`src/rtl/regfile_sweep_pkg.sv`:
```
// rtl/regfile_sweep_pkg.sv - shared types, direction constants and expected-value function for the sweep
package regfile_sweep_pkg;

  typedef enum logic [1:0] {
    ST_IDLE  = 2'd0,
    ST_WRITE = 2'd1,
    ST_READ  = 2'd2,
    ST_DONE  = 2'd3
  } sweep_state_t;

  localparam logic DIR_UP   = 1'b0;
  localparam logic DIR_DOWN = 1'b1;

  // Widest data path the expected-value helper handles; callers mask down to their width.
  localparam int MAX_DATA_W = 64;

  // Pattern written to address addr: base + addr, except the hardwired-zero register reads 0.
  function automatic logic [MAX_DATA_W-1:0] expected_value(
    input logic [MAX_DATA_W-1:0] base,
    input logic [31:0]           addr,
    input int                    zero_reg
  );
    if (zero_reg >= 0 && addr == $unsigned(zero_reg)) begin
      return '0;
    end
    return base + {32'd0, addr};
  endfunction

endpackage

```
`src/rtl/regfile_sweep_if.sv`:
```
// rtl/regfile_sweep_if.sv - register-file write/read port bundle between sweeper and register file
interface regfile_sweep_if #(
  parameter int ADDR_W = 5,
  parameter int DATA_W = 32
);
  logic              wr_en;
  logic [ADDR_W-1:0] wr_addr;
  logic [DATA_W-1:0] wr_data;
  logic [ADDR_W-1:0] rd_addr1;
  logic [ADDR_W-1:0] rd_addr2;
  logic [DATA_W-1:0] rd_data1;
  logic [DATA_W-1:0] rd_data2;

  modport master (
    output wr_en, wr_addr, wr_data, rd_addr1, rd_addr2,
    input  rd_data1, rd_data2
  );

  modport slave (
    input  wr_en, wr_addr, wr_data, rd_addr1, rd_addr2,
    output rd_data1, rd_data2
  );
endinterface

```
`src/rtl/regfile_sweep_counter.sv`:
```
// rtl/regfile_sweep_counter.sv - bounded up/down sequence index with terminal-index flag
module sweep_counter
  import regfile_sweep_pkg::*;
#(
  parameter int ADDR_W = 5,
  parameter int DEPTH  = 32
) (
  input  logic              clk,
  input  logic              reset,
  input  logic              load,
  input  logic              en,
  input  logic              dir,
  output logic [ADDR_W-1:0] idx,
  output logic              last
);
  localparam logic [ADDR_W-1:0] TOP = ADDR_W'(DEPTH - 1);

  // Load the start index for the direction, otherwise step and fold at the ends so idx stays in [0, DEPTH-1].
  always_ff @(posedge clk) begin
    if (reset) begin
      idx <= '0;
    end else if (load) begin
      idx <= (dir == DIR_DOWN) ? TOP : '0;
    end else if (en) begin
      if (dir == DIR_DOWN) begin
        idx <= (idx == '0) ? TOP : idx - 1'b1;
      end else begin
        idx <= (idx == TOP) ? '0 : idx + 1'b1;
      end
    end
  end

  assign last = (dir == DIR_DOWN) ? (idx == '0) : (idx == TOP);
endmodule

```
`src/rtl/regfile_sweep.sv`:
```
// rtl/regfile_sweep.sv - write-then-read-back sweep sequencer for the register file
module regfile_sweep
  import regfile_sweep_pkg::*;
#(
  parameter int ADDR_W   = 5,
  parameter int DATA_W   = 32,
  parameter int DEPTH    = 32,
  parameter int ZERO_REG = -1,
  parameter int ERR_W    = $clog2(2 * DEPTH + 1)
) (
  input  logic              clk,
  input  logic              reset,
  input  logic              start,
  input  logic              dir,
  input  logic [DATA_W-1:0] base_data,
  regfile_sweep_if.master   rf,
  output logic              busy,
  output logic              done,
  output logic              pass,
  output logic [ERR_W-1:0]  err_count,
  output logic [ADDR_W-1:0] err_addr
);
  localparam logic [ADDR_W-1:0]     TOP       = ADDR_W'(DEPTH - 1);
  localparam logic [MAX_DATA_W-1:0] DATA_MASK = {MAX_DATA_W{1'b1}} >> (MAX_DATA_W - DATA_W);
  localparam int                    SUM_W     = ERR_W + 1;

  sweep_state_t      state_q, state_d;
  logic              dir_q;
  logic [DATA_W-1:0] base_q;
  logic              pass_q;
  logic [ERR_W-1:0]  err_count_q;
  logic [ADDR_W-1:0] err_addr_q;

  logic              cnt_load, cnt_en, cnt_dir, cnt_last;
  logic [ADDR_W-1:0] idx;

  logic                  in_write, in_read;
  logic [MAX_DATA_W-1:0] exp1, exp2;
  logic                  mm1, mm2;
  logic [SUM_W-1:0]      err_sum;
  logic [ERR_W-1:0]      err_next;

  // In IDLE the counter loads with the live dir; afterwards it follows the captured one.
  assign cnt_dir = (state_q == ST_IDLE) ? dir : dir_q;

  sweep_counter #(.ADDR_W(ADDR_W), .DEPTH(DEPTH)) u_counter (
    .clk   (clk),
    .reset (reset),
    .load  (cnt_load),
    .en    (cnt_en),
    .dir   (cnt_dir),
    .idx   (idx),
    .last  (cnt_last)
  );

  // Next state and counter control; the counter's last flag ends each phase.
  always_comb begin
    state_d  = state_q;
    cnt_load = 1'b0;
    cnt_en   = 1'b0;
    case (state_q)
      ST_IDLE: begin
        if (start) begin
          state_d  = ST_WRITE;
          cnt_load = 1'b1;
        end
      end
      ST_WRITE: begin
        if (cnt_last) begin
          state_d  = ST_READ;
          cnt_load = 1'b1;
        end else begin
          cnt_en = 1'b1;
        end
      end
      ST_READ: begin
        if (cnt_last) begin
          state_d = ST_DONE;
        end else begin
          cnt_en = 1'b1;
        end
      end
      ST_DONE: state_d = ST_IDLE;
      default: state_d = ST_IDLE;
    endcase
  end

  // State register; reset aborts any sweep on the edge it is seen.
  always_ff @(posedge clk) begin
    if (reset) begin
      state_q <= ST_IDLE;
    end else begin
      state_q <= state_d;
    end
  end

  assign in_write    = (state_q == ST_WRITE);
  assign in_read     = (state_q == ST_READ);
  assign rf.wr_en    = in_write;
  assign rf.wr_addr  = in_write ? idx : '0;
  assign rf.wr_data  = in_write ? base_q + DATA_W'(idx) : '0;
  assign rf.rd_addr1 = in_read ? idx : '0;
  assign rf.rd_addr2 = in_read ? TOP - idx : '0;
  assign busy        = in_write | in_read;
  assign done        = (state_q == ST_DONE);
  assign pass        = pass_q;
  assign err_count   = err_count_q;
  assign err_addr    = err_addr_q;

  // Compare both read ports against the pattern and form the saturating error increment.
  always_comb begin
    exp1     = expected_value(MAX_DATA_W'(base_q), 32'(rf.rd_addr1), ZERO_REG) & DATA_MASK;
    exp2     = expected_value(MAX_DATA_W'(base_q), 32'(rf.rd_addr2), ZERO_REG) & DATA_MASK;
    mm1      = in_read && (MAX_DATA_W'(rf.rd_data1) != exp1);
    mm2      = in_read && (MAX_DATA_W'(rf.rd_data2) != exp2);
    err_sum  = {1'b0, err_count_q} + SUM_W'(mm1) + SUM_W'(mm2);
    err_next = err_sum[ERR_W] ? '1 : err_sum[ERR_W-1:0];
  end

  // Capture sweep parameters on start, accumulate errors during READ, publish the verdict in DONE.
  always_ff @(posedge clk) begin
    if (reset) begin
      dir_q       <= DIR_UP;
      base_q      <= '0;
      pass_q      <= 1'b0;
      err_count_q <= '0;
      err_addr_q  <= '0;
    end else if (state_q == ST_IDLE && start) begin
      dir_q       <= dir;
      base_q      <= base_data;
      pass_q      <= 1'b0;
      err_count_q <= '0;
      err_addr_q  <= '0;
    end else if (in_read) begin
      err_count_q <= err_next;
      if (err_count_q == '0) begin
        if (mm1) begin
          err_addr_q <= rf.rd_addr1;
        end else if (mm2) begin
          err_addr_q <= rf.rd_addr2;
        end
      end
    end else if (state_q == ST_DONE) begin
      pass_q <= (err_count_q == '0);
    end
  end
endmodule
```
`src/flat_wrapper.sv`:
```
// flat-port wrapper written by rule: the top's interface ports become plain ports
module regfile_sweep_flat import regfile_sweep_pkg::*;
#(
  parameter int ADDR_W   = 5,
  parameter int DATA_W   = 32,
  parameter int DEPTH    = 32,
  parameter int ZERO_REG = -1,
  parameter int ERR_W    = $clog2(2 * DEPTH + 1)
)
  (clk, reset, start, dir, base_data, busy, done, pass, err_count, err_addr, rf_wr_en, rf_wr_addr, rf_wr_data, rf_rd_addr1, rf_rd_addr2, rf_rd_data1, rf_rd_data2);
  regfile_sweep_if #(.ADDR_W(ADDR_W), .DATA_W(DATA_W)) rf_i ();
  input  logic clk;
  input  logic reset;
  input  logic start;
  input  logic dir;
  input  logic [DATA_W-1:0] base_data;
  output logic busy;
  output logic done;
  output logic pass;
  output logic [ERR_W-1:0] err_count;
  output logic [ADDR_W-1:0] err_addr;
  output wire logic [$bits(rf_i.wr_en)-1:0] rf_wr_en;
  output wire logic [$bits(rf_i.wr_addr)-1:0] rf_wr_addr;
  output wire logic [$bits(rf_i.wr_data)-1:0] rf_wr_data;
  output wire logic [$bits(rf_i.rd_addr1)-1:0] rf_rd_addr1;
  output wire logic [$bits(rf_i.rd_addr2)-1:0] rf_rd_addr2;
  input wire logic [$bits(rf_i.rd_data1)-1:0] rf_rd_data1;
  input wire logic [$bits(rf_i.rd_data2)-1:0] rf_rd_data2;
  assign rf_wr_en = rf_i.wr_en;
  assign rf_wr_addr = rf_i.wr_addr;
  assign rf_wr_data = rf_i.wr_data;
  assign rf_rd_addr1 = rf_i.rd_addr1;
  assign rf_rd_addr2 = rf_i.rd_addr2;
  assign rf_i.rd_data1 = rf_rd_data1;
  assign rf_i.rd_data2 = rf_rd_data2;
  regfile_sweep #(.ADDR_W(ADDR_W), .DATA_W(DATA_W), .DEPTH(DEPTH), .ZERO_REG(ZERO_REG), .ERR_W(ERR_W)) u_core (.clk(clk), .reset(reset), .start(start), .dir(dir), .base_data(base_data), .rf(rf_i), .busy(busy), .done(done), .pass(pass), .err_count(err_count), .err_addr(err_addr));
endmodule
```
`config.mk`:
```
export PLATFORM = sky130hd
export DESIGN_NAME = regfile_sweep_flat
export DESIGN_NICKNAME = d
export VERILOG_FILES = /design/src/rtl/regfile_sweep_pkg.sv /design/src/rtl/regfile_sweep_if.sv /design/src/rtl/regfile_sweep_counter.sv /design/src/rtl/regfile_sweep.sv /design/src/flat_wrapper.sv
export SDC_FILE = /design/constraint.sdc
export NUM_CORES = 1
export LEC_CHECK = 0
export CORE_MARGIN = 2
export CORE_UTILIZATION = 45
export CTS_BUF_LIST = sky130_fd_sc_hd__clkbuf_4 sky130_fd_sc_hd__clkbuf_8 sky130_fd_sc_hd__clkbuf_16
export DETAILED_ROUTE_END_ITERATION = 16
export GPL_TIMING_DRIVEN = 0
export PLACE_DENSITY = 0.89
export SETUP_SLACK_MARGIN = 0.05
export SLEW_MARGIN = 20
export SYNTH_ARGS = -nofsm -noshare
export SYNTH_HDL_FRONTEND = slang
export SYNTH_SLANG_ARGS = --single-unit
```
`constraint.sdc`:
```
create_clock -name clk -period 5.3 [get_ports clk]
set_input_delay 0.53 -clock clk [delete_from_list [all_inputs] [get_ports clk]]
set_output_delay 0.53 -clock clk [all_outputs]
set_load 0.02 [all_outputs]
```
==> summary.json, run 1 <==
{
  "sequential_share_of_the_synthesized_area": {"value": 0.185},
  "synth.top_cells.by_area": {"value": "sky130_fd_sc_hd__dfxtp_1, sky130_fd_sc_hd__xnor2_1, sky130_fd_sc_hd__nand2_1"},
  "synth_largest_area_cell": {"value": "sky130_fd_sc_hd__dfxtp_1"},
  "start_util": {"value": 0.457},
  "via_count_of_the_first_global_routing_pass": {"value": 5952},
  "pin_count": {"value": 163},
  "place_ws": {"value": -0.818, "unit": "ns"},
  "drtIter0Drc": {"value": 731},
  "total_vias_in_the_final_route": {"value": 6544},
  "power.combinational.fraction": {"value": 0.633},
  "fillCellCount": {"value": 1111},
  "register_area": {"value": 1060, "unit": "sq um"},
  "chipWidth": {"value": 117, "unit": "um"},
  "critical_path.n_buffers_inverters": {"value": 3},
  "final_setup_violating_endpoints": {"value": 0},
  "gr-total-overflow": {"value": 0},
  "switching_share": {"value": 0.462},
  "crit_fanout": {"value": 19},
  "cp_required": {"value": 5.53, "unit": "ns"},
  "worst_hold_path.num_cells": {"value": 2},
  "post_synth.cell_area_avg": {"value": 7.30, "unit": "sq um"},
  "start_kind": {"value": "flip-flop"},
  "port_buffers": {"value": 162},
  "worst_hold_slack": {"value": 0.477, "unit": "ns"},
  "start_to_end_type_of_the_worst_setup_path": {"value": "flip-flop to flip-flop"},
  "regToRegStartpoint": {"value": "u_core.state_q[0]$_SDFFE_PP0P_"},
  "grt_start_max_net_pins": {"value": 18},
  "avgRoutedWirePerCell": {"value": 17.2, "unit": "um"},
  "die_area": {"value": 13600, "unit": "sq um"},
  "intPower": {"value": 1.37, "unit": "mW"},
  "hpwlAfterDp": {"value": 15300, "unit": "um"},
  "clock_tree.htree_level_count": {"value": 2},
  "outcome": {"value": "completed"},
  "worst_setup_hold_path_clk_slew": {"value": 0.08, "unit": "ns"},
  "ant_nets": {"value": 0},
  "power.share.sequential": {"value": 0.214},
  "finalWorstSetupSlack": {"value": 0.236, "unit": "ns"},
  "worstRegToRegCells": {"value": 20},
  "final-max-slew-violation-count": {"value": 0},
  "grt_setup_unrepaired": {"value": "no"},
  "synth_top_area_frac": {"value": 0.185},
  "synth_most_common_cell": {"value": "sky130_fd_sc_hd__nand2_1"},
  "cp_cell_sequence": {"value": "inv_1 -> ha_1 -> clkbuf_8 -> and2_1 -> ha_2 -> fa_2 -> a21o_4 -> a211o_4 -> buf_4 -> nand2_1 -> and3_1 -> nor3_1 -> or4_4 -> or2_4 -> and2_1 -> fa_2 -> ha_1 -> and3_1 -> or2_2 -> a21oi_1"},
  "post_route_cells_drive_above_1_share": {"value": 0.0685},
  "cts_hold_repair.buffers": {"value": 0},
  "fin_cells": {"value": 1135},
  "finalHoldViolations": {"value": 0},
  "switching_power": {"value": 1.18, "unit": "mW"},
  "synth_ff_type": {"value": "sky130_fd_sc_hd__dfxtp_1"},
  "worst_clock_skew": {"value": 0.00482, "unit": "ns"},
  "drt-total-wl": {"value": 19600, "unit": "um"},
  "clk_path_buf_depth": {"value": 2},
  "worst-slew-pin-transition": {"value": 0.975, "unit": "ns"},
  "cts_num_sinks": {"value": 53},
  "pwr-share-clk": {"value": 0.153},
  "hp_class": {"value": "flip-flop to flip-flop"},
  "fmax": {"value": 197, "unit": "MHz"},
  "worst_setup_path_end_kind": {"value": "flip-flop"},
  "timing.rr.end": {"value": "u_core.err_count[2]$_SDFFE_PP0N_"},
  "rows": {"value": 41},
  "finish.net_count": {"value": 1090},
  "netlist-cell-type-count": {"value": 69},
  "ys_ff_latch": {"value": 53},
  "antenna-diode-count": {"value": 0},
  "floorplan.core_area": {"value": 12500, "unit": "sq um"},
  "ys.warnings.count": {"value": 0},
  "leakage_power": {"value": 2.88, "unit": "nW"},
  "timing.critical_path.slowest_cell_delay": {"value": 0.58, "unit": "ns"},
  "initial_antenna_violation_count": {"value": 0},
  "critical-path-slowest-cell": {"value": "sky130_fd_sc_hd__or4_4"},
  "worst_hold_startpoint": {"value": "u_core.dir_q$_SDFFE_PP0P_"},
  "cts_inserted_buffers": {"value": 5},
  "multi_input_logic_area": {"value": 4440, "unit": "sq um"},
  "hold_end": {"value": "u_core.dir_q$_SDFFE_PP0P_"},
  "synth_edf_count": {"value": 0},
  "power.density_cell_area": {"value": 323, "unit": "nW/um^2"},
  "dp_cells": {"value": 1118},
  "netlist_top_cells_count": {"value": "sky130_fd_sc_hd__nand2_1, sky130_fd_sc_hd__xnor2_1, sky130_fd_sc_hd__a21oi_1, sky130_fd_sc_hd__dfxtp_1, sky130_fd_sc_hd__xor2_1"},
  "slew_headroom": {"value": 0.344},
  "clk-insertion-delay-late": {"value": 0.30, "unit": "ns"},
  "clock_tree_from_tritoncts": {"value": "done"},
  "drc": {"value": 0},
  "vias_per_cell": {"value": 5.77},
  "post_synth_instance_area": {"value": 5720, "unit": "sq um"},
  "synthCells": {"value": 784},
  "grt_first_pass_wirelength": {"value": 30200, "unit": "um"},
  "gr_util_all_layers": {"value": 0.282},
  "reg2reg_slack": {"value": 0.24, "unit": "ns"},
  "syn_nets": {"value": 912},
  "cap_violations": {"value": 0},
  "die_height": {"value": 117, "unit": "um"},
  "ys_async_sr_fraction": {"value": 0},
  "drt_pre_antenna_iters": {"value": 5},
  "clock_tree.root_cell": {"value": "sky130_fd_sc_hd__clkbuf_16"},
  "gp_routability_congestion": {"value": 1.05},
  "ir_worst_vdd": {"value": 0.210, "unit": "mV"},
  "worst_ep_arrival_time": {"value": 5.30, "unit": "ns"},
  "worst_path_dominant_cell_family": {"value": "simple AND/OR/NAND/NOR gates"},
  "finalCriticalPeriod": {"value": 5.06, "unit": "ns"},
  "areaGrowthSynthToFinish": {"value": 37.8, "unit": "%"},
  "finalCritPeriodShare": {"value": 0.955}
}
-- kinds of logic (layout without fill, tap and decap cells) --
kind of cell / after synthesis / in the layout / share of synthesized area
mux: 7 / 7 / 0.0125
simple gates: 362 / 362 / 0.333
fa+ha+maj: 28 / 28 / 0.0665
flops: 53 / 53 / 0.185
buf+inv: 61 / 240 / 0.0510
compound gates: 152 / 152 / 0.167
xor+xnor: 121 / 121 / 0.185
-- repair_timing --
item	in CTS	in global routing
endpoints found under the setup margin	7	5
setup buffers	6	4
resized for setup	23	1
pin swaps	10	5
-- stage by stage --
step	area (sq um)	total power [mW]	setup TNS [ns]	util
finish	7880	2.55	0	0.630
global route	7880	2.71	0	0.630
CTS	7860	2.52	0	0.628
detailed placement	7560	2.11	-4.41	0.604
global placement	7560	2.08	-3.74	0.604
floorplan	5720	1.60	0	-
-- state kept, by name, indices dropped and copies added, names as in the netlist --
| signal | cells |
|---|---|
| u_core.u_counter.idx | 5 |
| u_core.err_addr | 5 |
| u_core.dir_q | 1 |
| u_core.base_q | 32 |
| u_core.state_q | 2 |
| u_core.pass | 1 |
| u_core.err_count | 7 |
-- per-layer routing --
layer / wire (um) / global-route usage / vias up
li1: - / - / 3110
met1: 8210 / 0.383 / 3001
met2: 8830 / 0.454 / 363
met3: 1690 / 0.0384 / 70
met4: 849 / 0.111 / 0
met5: 0 / 0 / -
-- power by group through the flow --
stage	clock, mW	sequential, mW	combinational (mW)
after floorplan	0	0.537	1.06
after global placement	0	0.547	1.54
after detailed placement	0	0.551	1.56
after CTS	0.386	0.541	1.59
after global routing	0.405	0.554	1.75
final	0.389	0.544	1.61
-- worst reg2reg max path, delay by kind of cell, from the launching register on --
kind	cells	cell delay, ns
compound gates	3	0.76
fa+ha+maj	5	1.40
buf+inv	3	0.41
flops	1	0.33
simple gates	9	2.08
-- area by class of cell --
class                           instances  share of cell area
Tap cell                              172              0.0273
Inverter                               10             0.00476
Buffer                                 50              0.0330
Multi-Input combinational cell        670               0.564
Clock buffer                            5              0.0159
Sequential cell                        53               0.135
Timing Repair Buffer                  172               0.215
Clock inverter                          3             0.00555
-- placed cells by master (no fill, tap or decap), drive strengths merged, types with 4 or more instances in the layout --
cell type | netlist | layout
a211o | 4 | 4
a211oi | 5 | 5
a21o | 5 | 5
a21oi | 66 | 66
a31oi | 4 | 4
and2 | 43 | 43
and3 | 9 | 9
buf | 20 | 30
clkbuf | 31 | 35
clkdlybuf4s50 | 0 | 162
dfxtp | 53 | 53
fa | 4 | 4
ha | 24 | 24
inv | 10 | 11
mux2i | 6 | 6
nand2 | 115 | 115
nand2b | 4 | 4
nand3 | 28 | 28
nand4 | 24 | 24
nor2 | 47 | 47
nor2b | 14 | 14
nor3 | 27 | 27
nor3b | 4 | 4
nor4 | 12 | 12
o211ai | 7 | 7
o21ai | 21 | 21
o31ai | 4 | 4
or2 | 4 | 4
or3 | 9 | 9
or4 | 7 | 7
xnor2 | 74 | 74
xor2 | 47 | 47
-- how the worst max path moves through the flow --
| stage | start | to | depth (start not counted) |
|---|---|---|---|
| 3_3_place_gp | u_core.state_q[0]$_SDFFE_PP0P_ | u_core.err_count[2]$_SDFFE_PP0N_ | 20 |
| 5_1_grt | u_core.state_q[0]$_SDFFE_PP0P_ | u_core.err_count[2]$_SDFFE_PP0N_ | 20 |
| 6_report | u_core.state_q[0]$_SDFFE_PP0P_ | u_core.err_count[2]$_SDFFE_PP0N_ | 20 |
| 2_1_floorplan | u_core.state_q[0]$_SDFFE_PP0P_ | u_core.err_count[2]$_SDFFE_PP0N_ | 20 |
| 3_5_place_dp | u_core.state_q[0]$_SDFFE_PP0P_ | u_core.err_count[2]$_SDFFE_PP0N_ | 20 |
| 4_1_cts | u_core.state_q[0]$_SDFFE_PP0P_ | u_core.err_count[2]$_SDFFE_PP0N_ | 21 |
Power figures use the tool's default switching activity.
==> run 2: changes to the inputs <==
Settings changed: CORE_UTILIZATION 45 to 37, PLACE_DENSITY 0.89 to 0.7.
==> run 2 against run 1 <==
- hold slack better by 0.0055 ns
- critical path type unchanged
- largest cell class unchanged
- fmax is 0.13% lower
- setup slack lost 0.0065 ns
- register-to-register slack is essentially flat
- routed wire length up 4.4%
- combinational power rose by 2%
==> summary.json, run 2 (synthesis gave the netlist of run 1 again) <==
{
  "outcome": {"value": "completed", "change": "unchanged"},
  "reg2reg_slack": {"value": 0.23, "unit": "ns", "change": "was 0.24 ns"},
  "place_ws": {"value": -0.938, "unit": "ns", "change": "was -0.818 ns"},
  "worst-slew-pin-transition": {"value": 0.939, "unit": "ns", "change": "was 0.975 ns"},
  "rows": {"value": 45, "change": "was 41"},
  "ir_worst_vdd": {"value": 0.221, "unit": "mV", "change": "was 0.210 mV"},
  "vias_per_cell": {"value": 5.58, "change": "was 5.77"},
  "areaGrowthSynthToFinish": {"value": 39.5, "unit": "%", "change": "was 37.8%"},
  "final-max-slew-violation-count": {"value": 0, "change": "unchanged"},
  "start_kind": {"value": "flip-flop", "change": "unchanged"},
  "ant_nets": {"value": 0, "change": "unchanged"},
  "total_vias_in_the_final_route": {"value": 6421, "change": "was 6544"},
  "finalCritPeriodShare": {"value": 0.957, "change": "was 0.955"},
  "floorplan.core_area": {"value": 15100, "unit": "sq um", "change": "was 12500 sq um"},
  "drc": {"value": 0, "change": "unchanged"},
  "largest_reg_flops": {"value": 32, "change": "unchanged"},
  "clock_tree.root_cell": {"value": "sky130_fd_sc_hd__clkbuf_16", "change": "unchanged"},
  "max_flop_register": {"value": "u_core.base_q", "change": "unchanged"},
  "power.combinational.fraction": {"value": 0.636, "change": "was 0.633"},
  "power.share.sequential": {"value": 0.209, "change": "was 0.214"},
  "grt_setup_unrepaired": {"value": "no", "change": "unchanged"},
  "gp_routability_congestion": {"value": 0.957, "change": "was 1.05"},
  "critical-path-slowest-cell": {"value": "sky130_fd_sc_hd__or4_4", "change": "unchanged"},
  "timing.critical_path.slowest_cell_delay": {"value": 0.55, "unit": "ns", "change": "was 0.58 ns"},
  "slew_headroom": {"value": 0.368, "change": "was 0.344"},
  "leakage_power": {"value": 2.88, "unit": "nW", "change": "about the same"},
  "switching_power": {"value": 1.20, "unit": "mW", "change": "was 1.18 mW"},
  "pin_count": {"value": 163, "change": "unchanged"},
  "post_route_cells_drive_above_1_share": {"value": 0.0758, "change": "was 0.0685"},
  "drt-total-wl": {"value": 20400, "unit": "um", "change": "was 19600 um"},
  "worst_setup_hold_path_clk_slew": {"value": 0.08, "unit": "ns", "change": "about the same"},
  "drt_pre_antenna_iters": {"value": 9, "change": "was 5"},
  "cp_required": {"value": 5.53, "unit": "ns", "change": "about the same"},
  "port_buffers": {"value": 162, "change": "unchanged"},
  "avgRoutedWirePerCell": {"value": 17.8, "unit": "um", "change": "was 17.2 um"},
  "finalCriticalPeriod": {"value": 5.07, "unit": "ns", "change": "was 5.06 ns"},
  "chipWidth": {"value": 128, "unit": "um", "change": "was 117 um"},
  "clock_tree.htree_level_count": {"value": 2, "change": "unchanged"},
  "cts_inserted_buffers": {"value": 5, "change": "unchanged"},
  "die_area": {"value": 16500, "unit": "sq um", "change": "was 13600 sq um"},
  "fmax": {"value": 197, "unit": "MHz", "change": "about the same"},
  "power.density_cell_area": {"value": 325, "unit": "nW/um^2", "change": "was 323 nW/um^2"},
  "gr_util_all_layers": {"value": 0.239, "change": "was 0.282"},
  "crit_fanout": {"value": 10, "change": "was 19"},
  "hpwlAfterDp": {"value": 16100, "unit": "um", "change": "was 15300 um"},
  "pwr-share-clk": {"value": 0.155, "change": "was 0.153"},
  "final_setup_violating_endpoints": {"value": 0, "change": "unchanged"},
  "intPower": {"value": 1.39, "unit": "mW", "change": "was 1.37 mW"},
  "finalWorstSetupSlack": {"value": 0.230, "unit": "ns", "change": "was 0.236 ns"},
  "layout_common_cells": {"value": "sky130_fd_sc_hd__clkdlybuf4s50_1, sky130_fd_sc_hd__nand2_1, sky130_fd_sc_hd__xnor2_1", "change": "unchanged"},
  "finalHoldViolations": {"value": 0, "change": "unchanged"},
  "via_count_of_the_first_global_routing_pass": {"value": 5946, "change": "was 5952"},
  "total_power": {"value": 2.59, "unit": "mW", "change": "was 2.55 mW"},
  "hp_class": {"value": "flip-flop to flip-flop", "change": "unchanged"},
  "drtIter0Drc": {"value": 704, "change": "was 731"},
  "layout.cells.most_common": {"value": "sky130_fd_sc_hd__clkdlybuf4s50_1", "change": "unchanged"},
  "finish.net_count": {"value": 1090, "change": "unchanged"},
  "antenna-diode-count": {"value": 0, "change": "unchanged"},
  "cp_cell_sequence": {"value": "inv_1 -> ha_2 -> buf_8 -> buf_6 -> and2_1 -> ha_2 -> fa_2 -> a21o_4 -> a211oi_4 -> buf_4 -> o31a_1 -> o2111ai_4 -> or4_4 -> or2_4 -> and2_1 -> fa_2 -> ha_1 -> and3_4 -> or2_2 -> a21oi_1", "change": "was inv_1 -> ha_1 -> clkbuf_8 -> and2_1 -> ha_2 -> fa_2 -> a21o_4 -> a211o_4 -> buf_4 -> nand2_1 -> and3_1 -> nor3_1 -> or4_4 -> or2_4 -> and2_1 -> fa_2 -> ha_1 -> and3_1 -> or2_2 -> a21oi_1"},
  "worst_setup_path_end_kind": {"value": "flip-flop", "change": "unchanged"},
  "switching_share": {"value": 0.462, "change": "about the same"},
  "grt_first_pass_wirelength": {"value": 31100, "unit": "um", "change": "was 30200 um"},
  "gr-total-overflow": {"value": 0, "change": "unchanged"},
  "cts_hold_repair.buffers": {"value": 0, "change": "unchanged"},
  "worst_ep_arrival_time": {"value": 5.30, "unit": "ns", "change": "about the same"},
  "clk-insertion-delay-late": {"value": 0.30, "unit": "ns", "change": "about the same"},
  "start_to_end_type_of_the_worst_setup_path": {"value": "flip-flop to flip-flop", "change": "unchanged"},
  "worst_clock_skew": {"value": 0.00658, "unit": "ns", "change": "was 0.00482 ns"},
  "cts_num_sinks": {"value": 53, "change": "unchanged"},
  "clock_tree_from_tritoncts": {"value": "done", "change": "unchanged"},
  "clk_path_buf_depth": {"value": 2, "change": "unchanged"},
  "start_util": {"value": 0.378, "change": "was 0.457"},
  "initial_antenna_violation_count": {"value": 0, "change": "unchanged"},
  "cap_violations": {"value": 0, "change": "unchanged"},
  "grt_start_max_net_pins": {"value": 18, "change": "unchanged"},
  "die_height": {"value": 128, "unit": "um", "change": "was 117 um"},
  "setup-tns-final": {"value": 0, "unit": "ns", "change": "unchanged"}
}
run 2: area by class of cell:
class / instances / area (sq um)
multi-input combinational: 670 / 4490
tap: 188 / 235
clock buffer: 6 / 139
timing repair buffer: 171 / 1700
buffer: 51 / 273
fill: 1503 / 7160
sequential: 53 / 1060
clock inverter: 2 / 41.3
inverter: 10 / 37.5
run 2: layer usage:
metal	global-route usage	vias up	routed length (um)
li1	-	3130	-
met1	0.325	2936	8940
met2	0.383	311	9160
met3	0.0457	44	1740
met4	0.0730	0	598
met5	0	-	0
run 2: power groups by stage:
stage / clock, mW / combinational (mW) / sequential [mW]
global placement: 0 / 1.57 / 0.550
detailed placement: 0 / 1.58 / 0.550
CTS: 0.407 / 1.61 / 0.540
finish: 0.401 / 1.65 / 0.542
global route: 0.423 / 1.79 / 0.553
floorplan: 0 / 1.06 / 0.537
run 2: worst max-delay path, delay by kind of cell (launching register included):
kind	cells	cell delay [ns]
flops	1	0.34
simple gates	6	1.64
buf+inv	4	0.55
fa+ha+maj	5	1.38
compound gates	5	1.11
run 2: through the flow:
stage / area, sq um / util / hold slack, ns / instances
2_1_floorplan: 5720 / - / 0.446 / 784
6_report: 7980 / 0.527 / 0.483 / 1151
3_3_place_gp: 7580 / 0.500 / 0.457 / 1134
5_1_grt: 7980 / 0.527 / 0.513 / 1151
3_5_place_dp: 7580 / 0.500 / 0.468 / 1134
4_1_cts: 7860 / 0.519 / 0.476 / 1147
run 2: worst paths after layout:
path	start	to	cells after the start
min	u_core.dir_q$_SDFFE_PP0P_	u_core.dir_q$_SDFFE_PP0P_	2
max reg2reg	u_core.state_q[0]$_SDFFE_PP0P_	u_core.err_count[2]$_SDFFE_PP0N_	20
min reg2reg	u_core.dir_q$_SDFFE_PP0P_	u_core.dir_q$_SDFFE_PP0P_	2
max	u_core.state_q[0]$_SDFFE_PP0P_	u_core.err_count[2]$_SDFFE_PP0N_	20
run 2: what timing repair did:
item	CTS	global route
pin swaps	9	11
endpoints found under the setup margin	7	7
resized for setup	19	17
setup buffers	5	4
==> run 3: changes to the inputs <==
Settings changed: CORE_UTILIZATION 37 to 45, CTS_CLUSTER_DIAMETER set to 150, PLACE_DENSITY 0.7 to 0.82.
==> run 3 against run 2 <==
- setup slack worse by 0.049 ns
- sequential cell count unchanged
- global-route usage up 3.9 points
- combinational power is essentially flat
- largest cell class unchanged
==> summary.json, run 3 (synthesis gave the netlist of run 1 again) <==
{
  "outcome": {"value": "completed", "change": "unchanged"},
  "cts_inserted_buffers": {"value": 5, "change": "unchanged"},
  "start_util": {"value": 0.457, "change": "was 0.378"},
  "clock_tree_from_tritoncts": {"value": "done", "change": "unchanged"},
  "die_area": {"value": 13600, "unit": "sq um", "change": "was 16500 sq um"},
  "drc": {"value": 0, "change": "unchanged"},
  "slew_headroom": {"value": 0.260, "change": "was 0.368"},
  "finalWorstSetupSlack": {"value": 0.181, "unit": "ns", "change": "was 0.230 ns"},
  "setup-tns-final": {"value": 0, "unit": "ns", "change": "unchanged"},
  "ant_nets": {"value": 0, "change": "unchanged"},
  "finish.net_count": {"value": 1090, "change": "unchanged"},
  "pin_count": {"value": 163, "change": "unchanged"},
  "rows": {"value": 41, "change": "was 45"},
  "largest_reg_flops": {"value": 32, "change": "unchanged"},
  "avgRoutedWirePerCell": {"value": 17.4, "unit": "um", "change": "was 17.8 um"},
  "vias_per_cell": {"value": 5.68, "change": "was 5.58"},
  "hpwlAfterDp": {"value": 15400, "unit": "um", "change": "was 16100 um"},
  "total_power": {"value": 2.51, "unit": "mW", "change": "was 2.59 mW"},
  "floorplan.core_area": {"value": 12500, "unit": "sq um", "change": "was 15100 sq um"},
  "worst-slew-pin-transition": {"value": 1.10, "unit": "ns", "change": "was 0.939 ns"},
  "fmax": {"value": 195, "unit": "MHz", "change": "was 197 MHz"},
  "clock_tree.htree_level_count": {"value": 2, "change": "unchanged"},
  "drtIter0Drc": {"value": 663, "change": "was 704"},
  "worst_setup_hold_path_clk_slew": {"value": 0.07, "unit": "ns", "change": "was 0.08 ns"},
  "power.density_cell_area": {"value": 317, "unit": "nW/um^2", "change": "was 325 nW/um^2"},
  "finalCritPeriodShare": {"value": 0.966, "change": "was 0.957"},
  "hp_class": {"value": "flip-flop to flip-flop", "change": "unchanged"},
  "place_ws": {"value": -0.889, "unit": "ns", "change": "was -0.938 ns"},
  "total_vias_in_the_final_route": {"value": 6444, "change": "was 6421"},
  "drt-total-wl": {"value": 19800, "unit": "um", "change": "was 20400 um"},
  "chipWidth": {"value": 117, "unit": "um", "change": "was 128 um"},
  "gp_routability_congestion": {"value": 1.06, "change": "was 0.957"},
  "placed_cell_area": {"value": 7560, "unit": "sq um", "change": "was 7580 sq um"},
  "layout_common_cells": {"value": "sky130_fd_sc_hd__clkdlybuf4s50_1, sky130_fd_sc_hd__nand2_1, sky130_fd_sc_hd__xnor2_1", "change": "unchanged"},
  "antenna-diode-count": {"value": 0, "change": "unchanged"},
  "ir_worst_vdd": {"value": 0.238, "unit": "mV", "change": "was 0.221 mV"},
  "worst_setup_path_end_kind": {"value": "flip-flop", "change": "unchanged"},
  "post_route_cells_drive_above_1_share": {"value": 0.0738, "change": "was 0.0758"},
  "final-max-slew-violation-count": {"value": 0, "change": "unchanged"},
  "drt_pre_antenna_iters": {"value": 6, "change": "was 9"},
  "port_buffers": {"value": 162, "change": "unchanged"},
  "layout.cells.most_common": {"value": "sky130_fd_sc_hd__clkdlybuf4s50_1", "change": "unchanged"},
  "start_to_end_type_of_the_worst_setup_path": {"value": "flip-flop to flip-flop", "change": "unchanged"},
  "finalHoldViolations": {"value": 0, "change": "unchanged"},
  "gr-total-overflow": {"value": 0, "change": "unchanged"},
  "cts_num_sinks": {"value": 53, "change": "unchanged"},
  "finalCriticalPeriod": {"value": 5.12, "unit": "ns", "change": "was 5.07 ns"},
  "start_kind": {"value": "flip-flop", "change": "unchanged"},
  "leakage_power": {"value": 2.86, "unit": "nW", "change": "was 2.88 nW"},
  "grt_first_pass_wirelength": {"value": 29500, "unit": "um", "change": "was 31100 um"},
  "max_flop_register": {"value": "u_core.base_q", "change": "unchanged"},
  "clk-insertion-delay-late": {"value": 0.30, "unit": "ns", "change": "about the same"},
  "layout.cell_area.non_filler": {"value": 7920, "unit": "sq um", "change": "was 7980 sq um"},
  "grt_setup_unrepaired": {"value": "no", "change": "unchanged"},
  "clk_path_buf_depth": {"value": 2, "change": "unchanged"},
  "die_height": {"value": 117, "unit": "um", "change": "was 128 um"},
  "clock_tree.root_cell": {"value": "sky130_fd_sc_hd__clkbuf_16", "change": "unchanged"},
  "via_count_of_the_first_global_routing_pass": {"value": 5866, "change": "was 5946"},
  "worst_clock_skew": {"value": 0.00795, "unit": "ns", "change": "was 0.00658 ns"},
  "finalCoreUtilization": {"value": 0.632, "change": "was 0.527"},
  "gr_util_all_layers": {"value": 0.277, "change": "was 0.239"},
  "worst_ep_arrival_time": {"value": 5.35, "unit": "ns", "change": "was 5.30 ns"},
  "cap_violations": {"value": 0, "change": "unchanged"},
  "crit_fanout": {"value": 10, "change": "unchanged"},
  "final_setup_violating_endpoints": {"value": 0, "change": "unchanged"},
  "grt_start_max_net_pins": {"value": 16, "change": "was 18"},
  "cp_required": {"value": 5.53, "unit": "ns", "change": "about the same"},
  "areaGrowthSynthToFinish": {"value": 38.4, "unit": "%", "change": "was 39.5%"},
  "initial_antenna_violation_count": {"value": 0, "change": "unchanged"}
}
## run 3: routing by layer
metal / vias to the layer above / wire length, um / track usage / share of wire
met5: - / 0 / 0 / 0
met4: 0 / 554 / 0.0941 / 0.028
met3: 45 / 1900 / 0.0374 / 0.096
met2: 357 / 8970 / 0.453 / 0.45
met1: 2926 / 8350 / 0.377 / 0.42
li1: 3116 / - / - / -
## run 3: area by class of cell
type	instances	area (sq um)
fill	1142	4600
multi-input combinational	670	4490
timing repair buffer	171	1690
sequential	53	1060
buffer	51	275
tap	172	215
clock buffer	6	133
inverter	10	37.5
clock inverter	1	8.76
## run 3: final timing paths
| kind | start | to | slack, ns | cells past startpoint |
|---|---|---|---|---|
| worst max register to register | u_core.state_q[0]$_SDFFE_PP0P_ | u_core.err_count[2]$_SDFFE_PP0N_ | 0.18 | 21 |
| worst max-delay path | u_core.state_q[0]$_SDFFE_PP0P_ | u_core.err_count[2]$_SDFFE_PP0N_ | 0.18 | 21 |
| worst min register to register | u_core.dir_q$_SDFFE_PP0P_ | u_core.dir_q$_SDFFE_PP0P_ | 0.47 | 2 |
| worst min-delay path | u_core.dir_q$_SDFFE_PP0P_ | u_core.dir_q$_SDFFE_PP0P_ | 0.47 | 2 |
## run 3: critical path, cell delays in order, from the launching register on
cell	delay, ns
sky130_fd_sc_hd__dfxtp_4	0.36
sky130_fd_sc_hd__inv_1	0.09
sky130_fd_sc_hd__ha_4	0.19
sky130_fd_sc_hd__buf_8	0.14
sky130_fd_sc_hd__clkbuf_8	0.16
sky130_fd_sc_hd__and2_1	0.18
sky130_fd_sc_hd__ha_2	0.19
sky130_fd_sc_hd__fa_2	0.42
sky130_fd_sc_hd__a21o_4	0.26
sky130_fd_sc_hd__a211o_4	0.37
sky130_fd_sc_hd__buf_4	0.15
sky130_fd_sc_hd__a32o_1	0.25
sky130_fd_sc_hd__o211ai_1	0.09
sky130_fd_sc_hd__o22ai_1	0.11
sky130_fd_sc_hd__or4_4	0.46
sky130_fd_sc_hd__or2_4	0.30
sky130_fd_sc_hd__and2_1	0.17
sky130_fd_sc_hd__fa_2	0.34
sky130_fd_sc_hd__ha_2	0.19
sky130_fd_sc_hd__and3_4	0.19
sky130_fd_sc_hd__or2_2	0.30
sky130_fd_sc_hd__a21oi_2	0.14
## run 3: metrics by stage
stage	hold WS, ns	instances
6_report	0.474	1134
5_1_grt	0.495	1134
4_1_cts	0.472	1131
3_5_place_dp	0.466	1118
3_3_place_gp	0.456	1118
2_1_floorplan	0.446	784
## run 3: report_power, final
part	total, mW	internal [mW]	switching, mW	leakage (nW)
Combinational	1.64	0.683	0.958	2.36
Sequential	0.547	0.478	0.0688	0.434
Clock	0.324	0.179	0.145	0.0703
## run 3: what timing repair did
action                     4_1_cts  5_1_grt
setup buffers                    6        3
hold buffers                     0        0
pin swaps                       10       11
resized for setup               22       13
setup endpoints to repair        7        5
